[config.mk]
export PLATFORM = sky130hd
export DESIGN_NAME = multi_channel_seg_display
export DESIGN_NICKNAME = d
export VERILOG_FILES = /design/src/rtl/seg_pkg.sv /design/src/rtl/hex_to_seg.sv /design/src/rtl/multi_channel_seg_display.sv
export SDC_FILE = /design/constraint.sdc
export NUM_CORES = 1
export LEC_CHECK = 0
export ABC_AREA = 0
export BUFFER_PORTS_ARGS = -buffer_cell sky130_fd_sc_hd__buf_2
export CAP_MARGIN = 15
export CORE_MARGIN = 2
export CORE_UTILIZATION = 26
export CTS_CLUSTER_SIZE = 20
export DETAILED_ROUTE_END_ITERATION = 16
export PLACE_DENSITY = 0.42
export SLEW_MARGIN = 30
export SYNTH_ARGS = -nofsm -noshare
export SYNTH_HDL_FRONTEND = slang
export SYNTH_SLANG_ARGS = --single-unit
[constraint.sdc]
create_clock -name targetClk -period 1.9 [get_ports targetClk]
set_input_delay 0.095 -clock targetClk [delete_from_list [all_inputs] [get_ports targetClk]]
set_output_delay 0.095 -clock targetClk [all_outputs]
set_load 0.03 [all_outputs]
[src/rtl/seg_pkg.sv]
// seg_pkg
// Shared definitions for the seven-segment display blocks.
// Holds the segment-vector type and the active-low hex glyph constants.
// Segment bit order is {g,f,e,d,c,b,a}. A 0 lights a segment.
package seg_pkg;

    typedef logic [6:0] seg_t;

    localparam seg_t SEG_0     = 7'h40;
    localparam seg_t SEG_1     = 7'h79;
    localparam seg_t SEG_2     = 7'h24;
    localparam seg_t SEG_3     = 7'h30;
    localparam seg_t SEG_4     = 7'h19;
    localparam seg_t SEG_5     = 7'h12;
    localparam seg_t SEG_6     = 7'h02;
    localparam seg_t SEG_7     = 7'h78;
    localparam seg_t SEG_8     = 7'h00;
    localparam seg_t SEG_9     = 7'h10;
    localparam seg_t SEG_A     = 7'h08;
    localparam seg_t SEG_B     = 7'h03;
    localparam seg_t SEG_C     = 7'h46;
    localparam seg_t SEG_D     = 7'h21;
    localparam seg_t SEG_E     = 7'h06;
    localparam seg_t SEG_F     = 7'h0E;
    localparam seg_t SEG_BLANK = 7'h7F;

endpackage

[src/rtl/hex_to_seg.sv]
// hex_to_seg
// Combinational nibble to seven-segment glyph decoder (hex 0-F).
// Ports:
//   nibble - 4-bit value to display
//   glyph  - active-low segments {g,f,e,d,c,b,a}
module hex_to_seg
    import seg_pkg::*;
(
    input  logic [3:0] nibble,
    output logic [6:0] glyph
);

    // Full 16-entry table; the blank default is only there so every
    // path assigns the output.
    always_comb begin
        glyph = SEG_BLANK;
        case (nibble)
            4'h0: glyph = SEG_0;
            4'h1: glyph = SEG_1;
            4'h2: glyph = SEG_2;
            4'h3: glyph = SEG_3;
            4'h4: glyph = SEG_4;
            4'h5: glyph = SEG_5;
            4'h6: glyph = SEG_6;
            4'h7: glyph = SEG_7;
            4'h8: glyph = SEG_8;
            4'h9: glyph = SEG_9;
            4'hA: glyph = SEG_A;
            4'hB: glyph = SEG_B;
            4'hC: glyph = SEG_C;
            4'hD: glyph = SEG_D;
            4'hE: glyph = SEG_E;
            4'hF: glyph = SEG_F;
            default: glyph = SEG_BLANK;
        endcase
    end

endmodule

[src/rtl/multi_channel_seg_display.sv]
// multi_channel_seg_display
// Multiplexed seven-segment driver for CHANNELS independent byte channels.
// Each channel owns two hex digits: digit 2k+1 shows the high nibble and
// digit 2k shows the low nibble. The digits are scanned one at a time, and
// each digit stays selected for SCAN_DIV clock cycles.
// Optional feature (macro SEG_ACTIVITY_DP_EN): each channel has an activity
// timer that is reloaded with ACT_HOLD on every capture. While the timer is
// nonzero, the decimal point of the channel's high digit is lit. When the
// macro is undefined, dp stays constant 1.
// Ports:
//   targetClk - single clock, rising edge
//   reset     - synchronous, active-high
//   ch_valid  - per-channel capture strobe
//   ch_data   - channel k byte at [8k+7:8k]
//   seg       - active-low segments {g,f,e,d,c,b,a}, registered
//   an        - active-low digit enables, bit 0 rightmost, registered
//   dp        - active-low decimal point, registered
module multi_channel_seg_display
    import seg_pkg::*;
#(
    parameter  int CHANNELS   = 2,
    parameter  int SCAN_DIV   = 100000,
    parameter  int ACT_HOLD   = 50000000,
    localparam int NUM_DIGITS = 2 * CHANNELS
)
(
    input  logic                    targetClk,
    input  logic                    reset,
    input  logic [CHANNELS-1:0]     ch_valid,
    input  logic [8*CHANNELS-1:0]   ch_data,
    output logic [6:0]              seg,
    output logic [NUM_DIGITS-1:0]   an,
    output logic                    dp
);

    localparam int PRE_W = $clog2(SCAN_DIV);
    localparam int IDX_W = $clog2(NUM_DIGITS);
    localparam logic [PRE_W-1:0] PRE_MAX  = PRE_W'(SCAN_DIV - 1);
    localparam logic [IDX_W-1:0] IDX_LAST = IDX_W'(NUM_DIGITS - 1);

    // An illegal configuration is rejected at elaboration, so it cannot
    // produce a silently broken scan.
    if (CHANNELS < 1 || CHANNELS > 4 || SCAN_DIV < 2 || ACT_HOLD < 1) begin : g_param_check
        $error("multi_channel_seg_display: parameter out of range");
    end

    logic [PRE_W-1:0]        prescale;
    logic [IDX_W-1:0]        digit_idx;
    logic [8*CHANNELS-1:0]   byte_regs;
    logic [3:0]              nibble;
    logic [6:0]              glyph;
    logic [NUM_DIGITS-1:0]   an_next;
    logic                    dp_next;

    // Prescaler and digit index. The index moves on only when the
    // prescaler wraps, so a data capture never disturbs scan timing.
    always_ff @(posedge targetClk) begin
        if (reset) begin
            prescale  <= '0;
            digit_idx <= '0;
        end else if (prescale == PRE_MAX) begin
            prescale  <= '0;
            digit_idx <= (digit_idx == IDX_LAST) ? '0 : digit_idx + 1'b1;
        end else begin
            prescale <= prescale + 1'b1;
        end
    end

    // Per-channel byte capture. Each strobe bit is independent, and reset
    // takes priority over any strobe in the same cycle.
    always_ff @(posedge targetClk) begin
        if (reset) begin
            byte_regs <= '0;
        end else begin
            for (int k = 0; k < CHANNELS; k++) begin
                if (ch_valid[k]) begin
                    byte_regs[8*k +: 8] <= ch_data[8*k +: 8];
                end
            end
        end
    end

    // Digit d shows the nibble at bit offset 4*d, because channel k's byte
    // covers digits 2k (low nibble) and 2k+1 (high nibble).
    assign nibble = byte_regs[{digit_idx, 2'b00} +: 4];

    hex_to_seg u_hex_to_seg (
        .nibble (nibble),
        .glyph  (glyph)
    );

    always_comb begin
        an_next = ~(NUM_DIGITS'(1) << digit_idx);
    end

`ifdef SEG_ACTIVITY_DP_EN
    localparam int ACT_W = $clog2(ACT_HOLD + 1);

    logic [ACT_W-1:0] act_cnt [CHANNELS];

    // Activity timers. A timer reloads on every strobe, even when it is
    // already running, and stops counting when it reaches zero.
    always_ff @(posedge targetClk) begin
        if (reset) begin
            for (int k = 0; k < CHANNELS; k++) begin
                act_cnt[k] <= '0;
            end
        end else begin
            for (int k = 0; k < CHANNELS; k++) begin
                if (ch_valid[k]) begin
                    act_cnt[k] <= ACT_W'(ACT_HOLD);
                end else if (act_cnt[k] != '0) begin
                    act_cnt[k] <= act_cnt[k] - 1'b1;
                end
            end
        end
    end

    // The decimal point belongs only to each channel's high digit.
    always_comb begin
        dp_next = 1'b1;
        for (int k = 0; k < CHANNELS; k++) begin
            if (digit_idx == IDX_W'(2*k + 1) && act_cnt[k] != '0) begin
                dp_next = 1'b0;
            end
        end
    end
`else
    always_comb begin
        dp_next = 1'b1;
    end
`endif

    // Output registers. The outputs show the index and byte state of the
    // previous cycle, which is the one-cycle display latency.
    always_ff @(posedge targetClk) begin
        if (reset) begin
            seg <= SEG_BLANK;
            an  <= '1;
            dp  <= 1'b1;
        end else begin
            seg <= glyph;
            an  <= an_next;
            dp  <= dp_next;
        end
    end

endmodule

==> impl_metrics.yaml, run 1 <==
status:
  status: "complete, but fails checks"
  violations: "setup timing"
yosys:
  syn-cell-area_um2: 2050
  synth_area_leaders: "dfxtp_1 45%, mux2i_1 8.8%, ha_1 6.7%"
  synthFlopType: "dfxtp_1"
  async_flop_share_pct: 0
  ys_warn_count: 0
  synth_cell_type_count: 37
  synth_seq_cells: 46
  syn_inst: 212
  synth_area_per_cell_um2: 9.66
  yosys.area.top_type: "dfxtp_1"
  syn_nets: 243
  synth_edf_count: 0
  yosysTopAreaCellShare_pct: 45.0
  yosysSeqAreaShare_pct: 45.0
clocking:
  cts_setup_buffers: 0
  clk_path_buf_depth: 2
  h-tree-depth: 2
  cts_tree: "built"
  cts.sinks: 46
  clkTransAtPathRegs_ns: 0.09
  cts_resized: 0
  insertion_delay_ns: 0.30
  cts-root-buf: "clkbuf_8"
  hold_buffers: 0
  cts_buffers: 5
detailed_routing:
  drt_iter0_drc: 53
  post_drt_wl_per_cell_um: 11.6
  drtPass1Iterations: 4
  drt_wl_total_um: 4140
  via_count: 1549
  ant_nets: 0
  via_per_inst: 4.33
  route.detailed.drc: 0
worst_hold_path:
  hold_path.class: "primary input to flip-flop"
place:
  hpwlAfterDp_um: 3100
  dpl.cell_count: 350
  post_dp_cell_area_um2: 2420
  portBuffers: 30
  place.gp.congestion: 0.768
timing:
  hold_violations: 0
  fin_setup_tns_ns: -0.0592
  setup_viol: 1
  skew_ns: 0.0113
  rsz0062_at_grt: "yes"
  min_period_ns: 1.96
  setup_slack_ns: -0.0592
  finalHoldWorstSlack_ns: 0.0289
  report.final.slew_viol_count: 0
  fin_crit_sh_pct: 103
  max_freq_mhz: 510
finish:
  syn_to_final_growth_pct: 23.8
  fin_nets: 286
  drive_gt1_share_pct: 24.6
  diodes: 0
  final_common_cell: "dfxtp_1"
  final_cell_mix: "45 x dfxtp_1, 36 x nor2_1, 30 x buf_2"
  final_area_um2: 2530
  final_cells: 358
setup_path:
  required_ns: 2.12
  cp.arrival_ns: 2.18
  worstSetupPathType: "flip-flop to flip-flop"
  crit_path_start_kind: "flip-flop"
  rrSetupSlack_ns: -0.06
  crit_fanout: 4
  end_kind: "flip-flop"
pwr:
  p_leak_uw: 0.00103
  power.total_uw: 1960
  vdd_drop_max_v: 0.000361
  power_per_cell_area_nw_per_um2: 773
grt:
  grt_first_pass_wirelength_um: 6870
  grt_max_degree: 23
  grt.overflow.total: 0
  grt_usage_pct: 10.1
  antenna_found_initial: 0
  grt_pass1_vias: 1421
floorplan:
  boundaryPins: 32
  chipWidth_um: 92.7
  core_area_um2: 7690
  die_y_um: 92.7
  rows: 32
  initial_utilization_pct: 26.6
  dieArea_um2: 8600
flow_run:
  max_cap_viol_count: 0
critical path, cell delays in order (launching register included):
cell,delay [ns]
dfxtp_2,0.33
or4b_4,0.54
or4_4,0.46
or4_1,0.42
a21oi_1,0.14
synthesized netlist by cell type, types with 2 or more instances:
| cell | n |
|---|---|
| a31oi_1 | 2 |
| clkbuf_1 | 7 |
| and4_1 | 3 |
| mux2i_1 | 18 |
| o211ai_1 | 2 |
| mux4_2 | 4 |
| nor2_1 | 36 |
| xnor2_1 | 5 |
| o21ai_0 | 8 |
| nand4_1 | 5 |
| ha_1 | 11 |
| nand2_1 | 12 |
| inv_1 | 5 |
| xor2_1 | 8 |
| nor4_1 | 2 |
| buf_4 | 2 |
| nand3_1 | 7 |
| a21oi_1 | 8 |
| nand2b_1 | 2 |
| dfxtp_1 | 46 |
| or3_1 | 3 |
final timing paths:
check                           cells past startpoint         start             to
worst max-delay path                                4  prescale[13]   digit_idx[0]
worst min-delay path                                3   ch_data[10]  byte_regs[10]
worst max register to register                      4  prescale[13]   digit_idx[0]
worst min register to register                      1   prescale[0]    prescale[0]
sequential cells by signal, indices dropped and copies added, names as in the netlist:
register	cells
digit_idx	2
byte_regs	16
seg	7
an	4
prescale	17
layout make-up:
class,instances,area (um^2)
fill,845,5150
multi-input combinational,150,1070
sequential,46,922
timing repair buffer,46,283
tap,102,128
clock buffer,6,72.6
clock inverter,2,37.5
inverter,6,22.5
cell families after synthesis:
logic type | Yosys count | synth area share, %
multiplexers | 22 | 13.2
AND/OR/NAND/NOR | 79 | 19.2
XOR/XNOR | 13 | 5.56
adder cells (fa/ha/maj) | 11 | 6.72
buffers and inverters | 16 | 3.30
AO/OA/AOI/OAI | 24 | 6.85
other | 1 | 0.183
flip-flops | 46 | 45.0
stage by stage:
| step | setup slack [ns] | utilization (%) |
|---|---|---|
| 2_1_floorplan | 0.00294 | - |
| 3_3_place_gp | -0.0162 | 31.5 |
| 3_5_place_dp | -0.0283 | 31.5 |
| 4_1_cts | -0.0619 | 33.0 |
| 5_1_grt | -0.102 | 33.0 |
| 6_report | -0.0592 | 33.0 |
report_power, final:
group,internal [uW],switching [uW]
logic,86.7,119
clock network,393,336
registers,1000,18.4
total,1480,474
routing by layer:
metal  track usage (%)  vias up  part of all wire (%)
met2              15.5       24                    42
met3              3.01        2                   4.3
met1              13.6      698                    53
met4              3.31        0                  0.70
met5                 0        -                     0
li1                  -      825                     -
Power figures use the tool's default switching activity.
==> run 2, diff against run 1 <==
--- a/config.mk
+++ b/config.mk
@@ -5,11 +5,12 @@
 export SDC_FILE = /design/constraint.sdc
 export NUM_CORES = 1
 export LEC_CHECK = 0
-export ABC_AREA = 0
+export ABC_AREA = 1
 export BUFFER_PORTS_ARGS = -buffer_cell sky130_fd_sc_hd__buf_2
 export CAP_MARGIN = 15
 export CORE_MARGIN = 2
 export CORE_UTILIZATION = 26
+export CTS_BUF_LIST = sky130_fd_sc_hd__clkbuf_2 sky130_fd_sc_hd__clkbuf_4 sky130_fd_sc_hd__clkbuf_8
 export CTS_CLUSTER_SIZE = 20
 export DETAILED_ROUTE_END_ITERATION = 16
 export PLACE_DENSITY = 0.42
==> run 2 against run 1 <==
  * The flow now finishes without violations
  * Maximum frequency is 20% higher
  * Global-route usage grew 1.6 points
  * First-iteration DRC count is 43% higher
  * Flip-flop and latch count stayed put
  * Clock-buffer cell count shrank 1
  * Hold slack got worse by 0.014 ns
  * Area after synthesis increased by 8.6%
  * Register-to-register slack better by 0.33 ns
  * Synthesized cell count rose by 48%
  * Critical path depth is 6 higher
  * Setup slack improved by 0.33 ns
  * Sequential share of layout area decreased by 1.2 points
  * Critical path type unchanged
==> impl_metrics.yaml, run 2 <==
detailed_routing:
  via_count: 1927
  drt_wl_total_um: 4960
  route.detailed.drc: 0
  post_drt_wl_per_cell_um: 10.9
  via_per_inst: 4.22
  ant_nets: 0
  drt_iter0_drc: 76
  drtPass1Iterations: 4
pwr:
  switching_share_pct: 24.8
  power.share.combinational_pct: 11.1
  power_per_cell_area_nw_per_um2: 746
  p_int_uw: 1470
  switching_power_uw: 485
  p_leak_uw: 0.00111
  pwr-share-clk_pct: 36.4
  sequentialPowerShare_pct: 52.4
  vdd_drop_max_v: 0.000360
timing:
  max_freq_mhz: 615
  fin_setup_tns_ns: 0
  setup_viol: 0
  min_period_ns: 1.63
  report.final.slew_viol_count: 0
  rsz0062_at_grt: "no"
  hold_violations: 0
  skew_ns: 0.0149
  fin_crit_sh_pct: 85.6
yosys:
  syn_nets: 344
  synth_cell_type_count: 26
  synth_seq_cells: 46
  yosysSeqAreaShare_pct: 41.4
  synth_area_per_cell_um2: 7.10
  synth_area_leaders: "dfxtp_1 41%, nand2_1 13%, nor2_1 12%"
  syn-cell-area_um2: 2220
  yosysMostFrequentCell: "nand2_1"
  syn_inst: 313
  synthFlopType: "dfxtp_1"
  async_flop_share_pct: 0
  synth_commonest_cells: "77 x nand2_1, 72 x nor2_1, 46 x dfxtp_1"
  ys_warn_count: 0
  yosysTopAreaCellShare_pct: 41.4
  yosys.area.top_type: "dfxtp_1"
  synth_edf_count: 0
place:
  portBuffers: 30
  hpwlAfterDp_um: 3750
  place.gp.congestion: 0.793
floorplan:
  dieArea_um2: 9300
  core_area_um2: 8260
  chipWidth_um: 96.5
  rows: 33
  boundaryPins: 32
  initial_utilization_pct: 26.9
  die_y_um: 96.5
grt:
  grt_use_met2_pct: 17.1
  grt_use_met1_pct: 17.0
  grt_max_degree: 17
  antenna_found_initial: 0
  grt_pass1_vias: 1878
  grt_usage_pct: 11.8
  met3_usage_pct: 2.95
  busiest_layer: "met2"
  grt_first_pass_wirelength_um: 8700
  grt.overflow.total: 0
setup_path:
  slowest_delay_ns: 0.38
  cp_num_buf_inv: 3
  required_ns: 2.08
  end_kind: "flip-flop"
  cp_common_cell: "nand2_1"
  crit_path_start_kind: "flip-flop"
  cp_cell_sequence: "inv_2, nand2_1, nand3_1, nand2_1, buf_4, ha_1, inv_1, nor2_1, a21oi_1, nand2_1"
  path_delay_family: "buffers and inverters"
  crit_slowest_cell: "dfxtp_4"
  cp.arrival_ns: 1.81
  crit_fanout: 10
  worstSetupPathType: "flip-flop to flip-flop"
clocking:
  clk_path_buf_depth: 2
  insertion_delay_ns: 0.30
  h-tree-depth: 2
  cts_buffers: 5
  cts_tree: "built"
  hold_buffers: 0
  clkTransAtPathRegs_ns: 0.09
  cts_resized: 0
  cts.sinks: 46
  cts-root-buf: "clkbuf_8"
  cts_setup_buffers: 0
finish:
  top_regs: "prescale: 17 flops, byte_regs: 16 flops, seg: 7 flops"
  final_cell_mix: "77 x nand2_1, 72 x nor2_1, 45 x dfxtp_1"
  fin_util_pct: 31.8
  regMostFlops: "prescale"
  fin_nets: 382
  largest_reg_flops: 17
  diodes: 0
  final_common_cell: "nand2_1"
  drive_gt1_share_pct: 16.2
  syn_to_final_growth_pct: 18.1
status:
  status: "complete, no violations"
flow_run:
  max_cap_viol_count: 0
worst_hold_path:
  hold_path.class: "primary input to flip-flop"
==> run 2: cell types whose count changed in the layout (fill, tap and decap cells not counted), moves of 4 or more <==
| cell | change |
|---|---|
| mux2i_1 | -18 |
| buf_4 | -9 |
| a21oi_1 | -7 |
| o21ai_0 | +9 |
| inv_1 | +20 |
| nand3_1 | +21 |
| mux4_2 | -4 |
| nand2_1 | +65 |
| nor2_1 | +36 |
==> run 2: worst min-delay path, cell delays in order <==
cell and delay [ns]:
buf_2 0.07, nor2_1 0.03, nor2_1 0.08
==> run 2: path summary, 6_finish.rpt <==
check                    start             to  slack [ns]  cells past startpoint
setup / recovery  digit_idx[0]         seg[0]        0.27                     10
hold / removal     ch_data[10]  byte_regs[10]        0.02                      3
setup reg to reg  digit_idx[0]         seg[0]        0.27                     10
hold reg to reg    prescale[0]    prescale[0]        0.45                      1
==> run 2: cell families (layout without fill, tap and decap cells) <==
group | after synthesis | in the layout | share of synthesized area [%]
compound gates | 22 | 22 | 5.69
fa+ha+maj | 11 | 11 | 6.19
other cells | 1 | 1 | 0.169
xor+xnor | 8 | 8 | 3.15
simple gates | 194 | 194 | 37.3
buf+inv | 31 | 70 | 6.08
flops | 46 | 46 | 41.4
==> run 2: layout make-up <==
| cell class | instances | area (um^2) |
|---|---|---|
| Fill cell | 944 | 5630 |
| Sequential cell | 46 | 925 |
| Clock inverter | 3 | 40.0 |
| Timing Repair Buffer | 36 | 195 |
| Tap cell | 105 | 131 |
| Clock buffer | 5 | 68.8 |
| Inverter | 26 | 97.6 |
| Multi-Input combinational cell | 236 | 1170 |
==> run 2: power groups by stage <==
stage	clock network, uW	logic, uW	registers, uW
after detailed placement	0	219	1050
after global routing	783	251	1030
after floorplan	0	119	1080
after CTS	752	220	1030
after global placement	0	220	1050
final	713	218	1030
==> run 2: per-layer routing <==
metal  routed length (um)  up-vias
met5                    0        -
met4                   74        0
met3                  216        7
met2                 1980       34
met1                 2700      834
li1                     -     1052
==> run 2: per-stage QoR <==
stage / hold slack, ns / std cells / total power (uW) / cell area (um^2) / worst slack, ns
after floorplan: 0.187 / 313 / 1200 / 2220 / 0.449
after global placement: 0.316 / 449 / 1270 / 2510 / 0.195
after detailed placement: 0.325 / 449 / 1270 / 2510 / 0.101
after CTS: 0.00267 / 457 / 2000 / 2620 / 0.0645
after global routing: 0.00765 / 457 / 2070 / 2620 / 0.0601
final: 0.0151 / 457 / 1960 / 2620 / 0.274
